==> src/rtl/mult_issue_rob.sv <==
// Issue-side reorder buffer for the mul/div unit: tags each op with its slot id,
// collects out-of-order FU results and writes them back strictly in issue order.
module mult_issue_rob #(
  parameter int DEPTH        = 4,
  parameter int ID_W         = $clog2(DEPTH),
  parameter int OP_W         = 8,
  parameter int TAG_W        = 5,
  parameter int DRAIN_CYCLES = 2
) (
  input  logic              clk_i,
  input  logic              rst_i,
  input  logic              flush_i,
  input  logic              req_valid_i,
  output logic              req_ready_o,
  input  logic [OP_W-1:0]   req_op_i,
  input  logic [63:0]       req_a_i,
  input  logic [63:0]       req_b_i,
  input  logic [TAG_W-1:0]  req_tag_i,
  output logic              fu_valid_o,
  input  logic              fu_ready_i,
  output logic [OP_W-1:0]   fu_op_o,
  output logic [63:0]       fu_a_o,
  output logic [63:0]       fu_b_o,
  output logic [ID_W-1:0]   fu_trans_id_o,
  input  logic              fu_valid_i,
  input  logic [ID_W-1:0]   fu_trans_id_i,
  input  logic [63:0]       fu_result_i,
  output logic              wb_valid_o,
  input  logic              wb_ready_i,
  output logic [TAG_W-1:0]  wb_tag_o,
  output logic [63:0]       wb_result_o,
  output logic [ID_W:0]     outstanding_o,
  output logic              err_o
);

  localparam int DR_W = (DRAIN_CYCLES < 1) ? 1 : $clog2(DRAIN_CYCLES + 1);

  logic [ID_W:0]      head_reg, tail_reg;
  logic [DR_W-1:0]    drain_reg;
  logic [DEPTH-1:0]   valid_reg, done_reg;
  logic [TAG_W-1:0]   tag_reg    [DEPTH];
  logic [63:0]        result_reg [DEPTH];
  logic               err_reg;

  logic [ID_W-1:0]    head_idx, tail_idx;
  logic               full, drain_idle, issue_open;
  logic               alloc_fire, cap_en, cap_ok, retire_fire;

  assign head_idx   = head_reg[ID_W-1:0];
  assign tail_idx   = tail_reg[ID_W-1:0];
  assign full       = (head_idx == tail_idx) && (head_reg[ID_W] != tail_reg[ID_W]);
  assign drain_idle = (drain_reg == '0);
  assign issue_open = ~full & ~flush_i & drain_idle;

  assign fu_valid_o    = req_valid_i & issue_open;
  assign req_ready_o   = fu_ready_i & issue_open;
  assign fu_op_o       = req_op_i;
  assign fu_a_o        = req_a_i;
  assign fu_b_o        = req_b_i;
  assign fu_trans_id_o = tail_idx;

  assign alloc_fire = req_valid_i & req_ready_o;
  // Results during a flush or its drain window belong to squashed ops.
  assign cap_en     = fu_valid_i & ~flush_i & drain_idle;
  assign cap_ok     = valid_reg[fu_trans_id_i] & ~done_reg[fu_trans_id_i];

  assign wb_valid_o    = valid_reg[head_idx] & done_reg[head_idx] & ~flush_i;
  assign wb_tag_o      = tag_reg[head_idx];
  assign wb_result_o   = result_reg[head_idx];
  assign retire_fire   = wb_valid_o & wb_ready_i;
  assign outstanding_o = tail_reg - head_reg;
  assign err_o         = err_reg;

  genvar gi;
  generate
    for (gi = 0; gi < DEPTH; gi++) begin : g_slot
      always_ff @(posedge clk_i) begin
        if (rst_i) begin
          valid_reg[gi]  <= 1'b0;
          done_reg[gi]   <= 1'b0;
          tag_reg[gi]    <= '0;
          result_reg[gi] <= '0;
        end else if (flush_i) begin
          valid_reg[gi] <= 1'b0;
          done_reg[gi]  <= 1'b0;
        end else begin
          // Allocation, capture and retire never hit the same slot in one cycle.
          if (alloc_fire && tail_idx == ID_W'(gi)) begin
            valid_reg[gi] <= 1'b1;
            done_reg[gi]  <= 1'b0;
            tag_reg[gi]   <= req_tag_i;
          end
          if (cap_en && cap_ok && fu_trans_id_i == ID_W'(gi)) begin
            done_reg[gi]   <= 1'b1;
            result_reg[gi] <= fu_result_i;
          end
          if (retire_fire && head_idx == ID_W'(gi)) begin
            valid_reg[gi] <= 1'b0;
            done_reg[gi]  <= 1'b0;
          end
        end
      end
    end
  endgenerate

  always_ff @(posedge clk_i) begin
    if (rst_i) begin
      head_reg  <= '0;
      tail_reg  <= '0;
      drain_reg <= '0;
      err_reg   <= 1'b0;
    end else if (flush_i) begin
      head_reg  <= '0;
      tail_reg  <= '0;
      drain_reg <= DR_W'(DRAIN_CYCLES);
    end else begin
      head_reg <= head_reg + (ID_W+1)'(retire_fire);
      tail_reg <= tail_reg + (ID_W+1)'(alloc_fire);
      if (!drain_idle) drain_reg <= drain_reg - 1'b1;
      if (cap_en && !cap_ok) err_reg <= 1'b1;
    end
  end

endmodule

==> config.mk <==
export PLATFORM = sky130hd
export DESIGN_NAME = mult_issue_rob
export DESIGN_NICKNAME = d
export VERILOG_FILES = /design/src/rtl/mult_issue_rob.sv
export SDC_FILE = /design/constraint.sdc
export NUM_CORES = 1
export LEC_CHECK = 0
export BUFFER_PORTS_ARGS = -buffer_cell sky130_fd_sc_hd__buf_4
export CELL_PAD_IN_SITES_DETAIL_PLACEMENT = 0
export CELL_PAD_IN_SITES_GLOBAL_PLACEMENT = 1
export CORE_ASPECT_RATIO = 0.75
export CORE_UTILIZATION = 40
export CTS_CLUSTER_DIAMETER = 80
export DETAILED_ROUTE_END_ITERATION = 12
export PLACE_DENSITY_LB_ADDON = 0.25
export SYNTH_ARGS = -nofsm -noshare
export SYNTH_HDL_FRONTEND = slang
export SYNTH_SLANG_ARGS = --single-unit
==> constraint.sdc <==
create_clock -name clk_i -period 7.1 [get_ports clk_i]
set_clock_uncertainty 0.2 [all_clocks]
set_input_delay 0.71 -clock clk_i [delete_from_list [all_inputs] [get_ports clk_i]]
set_output_delay 0.71 -clock clk_i [all_outputs]
set_load 0.05 [all_outputs]
# Word level (Yosys, flattened, before mapping)
# Memories as Yosys holds them, arrays and structs flattened. A register that Yosys moved wholly into a read port is not among the register bits.
# Cells that the tools add are included.
[word_totals]
ff_bits = 17
mem_bits_rw = 276
input_bits = 214
output_inout_bits = 214
word_cells = 147
mem_count = 2
[classes]
addsub = 4
order_cmp = 2
eq_ne = 12
mux = 62
bitwise = 22
reduce_logical = 30
[mem_list]
columns = ["name", "depth", "word_bits", "rd", "rd_clocked_by_memory_dff", "wr", "line", "rtl"]
rows = [
  ["result_reg", 4, 64, 1, 1, 4, "42", "logic [63:0] result_reg [DEPTH];"],
  ["tag_reg", 4, 5, 1, 1, 4, "41", "logic [TAG_W-1:0] tag_reg [DEPTH];"],
]
[op_table]
columns = ["cell", "count"]
rows = [
  ["64-bit two-way mux", 4],
  ["1-bit two-way mux", 46],
  ["5-bit two-way mux", 4],
  ["1-bit logical AND", 15],
  ["2-bit == test, second input constant", 6],
  ["3-bit OR reduction", 4],
  ["1-bit AND", 11],
  ["1-bit binary-select mux with 2-bit select", 4],
  ["2-bit logical NOT", 4],
  ["2-bit two-way mux", 4],
  ["1-bit bitwise OR", 8],
  ["2-bit nonzero test", 4],
  ["3-bit by 1-bit adder with 3-bit output", 2],
  ["2-bit by 1-bit == test with 1-bit output, second input constant", 3],
  ["2-bit by 3-bit < comparator with 1-bit output, second input constant", 2],
  ["1-bit inverter", 3],
  ["3-bit subtractor", 1],
  ["2-bit == test", 1],
  ["2-bit inequality test, second input constant", 1],
  ["2-bit AND reduction", 1],
  ["2-bit OR reduction", 1],
  ["2-bit by 1-bit subtractor with 2-bit output, second input constant", 1],
  ["1-bit logical NOT", 1],
  ["1-bit inequality test", 1],
]

# Logic depth before layout (Yosys ltp)
[logic_depth]
word_depth = 13
ltp_mapped = 10
mapped_depth_nobuf = 9

# Least setup slack after synthesis
# No wires, ideal clock.
[synth_path]
path_kind = "input to register"
start = "input fu_trans_id_i[0]"
end = "memory result_reg[2][0] (enable)"
t_arrival_ns = 3.094
setup_slack_ns = 3.382
cell_stages = 4
cell_sequence = "or4b_2 -> nand4_1 -> nand4b_1 -> nand2_1"
[synth_rtl]
columns = ["element", "line", "rtl"]
rows = [
  ["start, declared", "26", "input logic [ID_W-1:0] fu_trans_id_i,"],
  ["end, declared", "42", ""],
]

==> out/metrics.yaml <==
worst_hold_path:
  hold_path_startpoint: "rst_i"
  hp-class: "in2reg"
routing:
  route.detailed.drc: 0
  drt_iter0_drc: 443
  viasPerCell: 5.048
  ant_nets: 0
  wirelength_mm: 30.67
  wl_per_cell_microns: 21.75
  dr.pass1.iters: 5
  vias: 7117
finish:
  fin_nets: 1157
  largest_register_ffs: 256
  fin_cells: 1410
  n_fill_cell: 2994
  drive_gt1_frac: 0.5010
  antenna_cells: 0
  regArea_sq_um: 8636
  multi_input_area_sq_um: 4145
  area_growth_syn_to_layout_pct: 11.17
  stdcell_area_sq_um: 15580
placed_design:
  place_area_sq_um: 14600
  placed_cells: 1354
  io_buffers: 155
  hpwl_mm: 18.37
  gp_congestion: 0.7668
  place_ws_ns: 3.593
synthesis:
  syn_avg_cell_area_sq_um: 15.20
  yosysTopAreaCell: "edfxtp_1"
  syn_area_sq_um: 14020
  synth.most_common_cell: "edfxtp_1"
  synthTopCellsByCount: "edfxtp_1 (276), and2_2 (197), buf_4 (138)"
  yosys-top-cells-area: "edfxtp_1 (59%), mux4_2 (11%), and2_2 (11%)"
  ys_ff_latch: 293
  synth_fp_nets: 1143
  synth_cell_type_count: 39
  synthArstFlopShare: 0
  syn_inst: 922
  yosysWarningCount: 0
  synth_ff_type: "edfxtp_1"
  ys_seq_area_frac: 0.6155
  synth_top_area_frac: 0.5913
  synth-edff-count: 276
setup_path:
  worst_path_largest_cell_delay_ns: 1.04
  critPathSlowestCell: "dfxtp_4"
  crit_top_cell: "buf_4"
  crit_family: "flip-flops"
  worstSetupEndpointType: "output port"
  startpoint_type: "register"
  cp.arrival_ns: 3.06
  crit_chain: "buf_4, mux4_2, buf_4"
  crit_required_ns: 6.19
  crit_fanout: 52
  worstReg2RegStart: "head_reg[1]$_SDFF_PP0_"
  path_class: "reg2out"
  startpoint: "head_reg[0]$_SDFF_PP0_"
  path_buf_inv: 2
grt:
  grt_pass1_vias: 7571
  grt_max_degree: 65
  grt_use_total: 0.1753
  antenna_found_initial: 0
  grt-ovfl-total: 0
  grt_pass1_wl_mm: 46.69
clock_network:
  cts_buffer_depth: 3
  tritoncts: "done"
  cts_buffers: 30
  clock_sinks: 293
  cts_hold_buf: 0
  root_buffer: "clkbuf_16"
  htree_levels: 1
  clk_pin_slew_ns: 0.06
  clock_latency_ns: 0.56
  cts_resized: 0
  post-cts-setup-buffers: 0
power_and_ir_drop:
  irDropWorstVdd_mv: 0.1526
  leakage_nw: 5.858
  p_per_area_nw_per_um2: 240.9
  finalPower_mw: 3.753
floorplanning:
  die_w_microns: 218.2
  core_sq_um: 34040
  pin_count: 428
  dieHeight_microns: 164.1
  start_util: 0.4118
  die-area_sq_um: 35800
  rows: 58
sta:
  finalHoldViolCount: 0
  worst_pin_slew_ns: 1.054
  fin_crit_sh: 0.5595
  fmax_mhz: 251.7
  fin_tns_setup_ns: 0
  fin_crit_ns: 3.972
  drv_slew: 0
  finalWorstSetupSlack_ns: 3.128
  relSlewSlack: 0.2976
  rsz0062_at_grt: "false"
  finalSetupViolations: 0
status:
  outcome: "finished, final reports clean"
job:
  maxCapViolCount: 0
==> path summary, 6_finish.rpt <==
check	endpoint	depth (start not counted)	slack (ns)
max	wb_result_o[4]	3	3.13
min	drain_reg[1]$_SDFFE_PP0P_	2	0.13
max reg2reg	tail_reg[1]$_SDFF_PP0_	9	3.91
min reg2reg	valid_reg[1]$_SDFFE_PP0P_	2	0.28
==> cell families after synthesis <==
| logic type | count (synthesis) | synth area share |
|---|---|---|
| mux | 69 | 0.1109 |
| simple gates | 336 | 0.1642 |
| xor+xnor | 4 | 0.002499 |
| buf+inv | 191 | 0.09087 |
| flops | 293 | 0.6155 |
| fa+ha+maj | 7 | 0.006784 |
| compound gates | 22 | 0.009283 |
==> per-stage QoR <==
stage	utilization	hold slack, ns
after floorplan	-	0.2293
after global placement	0.4289	0.2627
after detailed placement	0.4289	0.2606
after CTS	0.4578	0.1022
after global routing	0.4578	0.1155
final	0.4578	0.1324
==> per-layer routing <==
metal / routed length (microns) / GRT usage / vias up
met5: 0 / 0 / -
met4: 555 / 0.03878 / 0
met3: 2053 / 0.05093 / 40
met2: 13990 / 0.2736 / 294
met1: 14080 / 0.2421 / 3584
li1: - / - / 3199
==> power breakdown <==
part / switching, mW / total [mW] / internal [mW]
Sequential: 0.0177 / 1.96 / 1.94
Clock: 0.649 / 1.59 / 0.940
Combinational: 0.136 / 0.207 / 0.0705
Total: 0.803 / 3.75 / 2.95
==> layout by cell type, fill, tap and decap left out, types with 3 or more instances in the layout <==
cell type	n
nand2_4	4
o21ai_0	6
dfxtp_1	15
bufinv_16	4
nor2_1	27
ha_1	6
xnor2_1	4
nand4b_1	3
and2_1	65
o211ai_1	4
buf_4	161
a21oi_1	8
clkbuf_1	8
nand2_1	15
inv_1	11
mux4_2	69
and2_2	197
clkinv_1	8
nor2_4	4
edfxtp_1	276
clkinv_2	5
clkbuf_16	31
==> area by class of cell <==
type                       instances  share of cell area
clock buffer                      39             0.05171
inverter                          12            0.002891
multi-input combinational        438              0.2660
sequential                       293              0.5542
timing repair buffer             161             0.07757
clock inverter                    17             0.01148
tap                              450             0.03613
==> worst register-to-register path, stage by stage, from the launching register on <==
cell and delay, ns:
dfxtp_4 0.55, buf_4 0.72, inv_1 0.14, ha_1 0.30, nand2_1 0.16, o21ai_0 0.16, nor3_1 0.29, ha_1 0.22
ha_1 0.22, and2_1 0.13
Power figures use the tool's default switching activity.
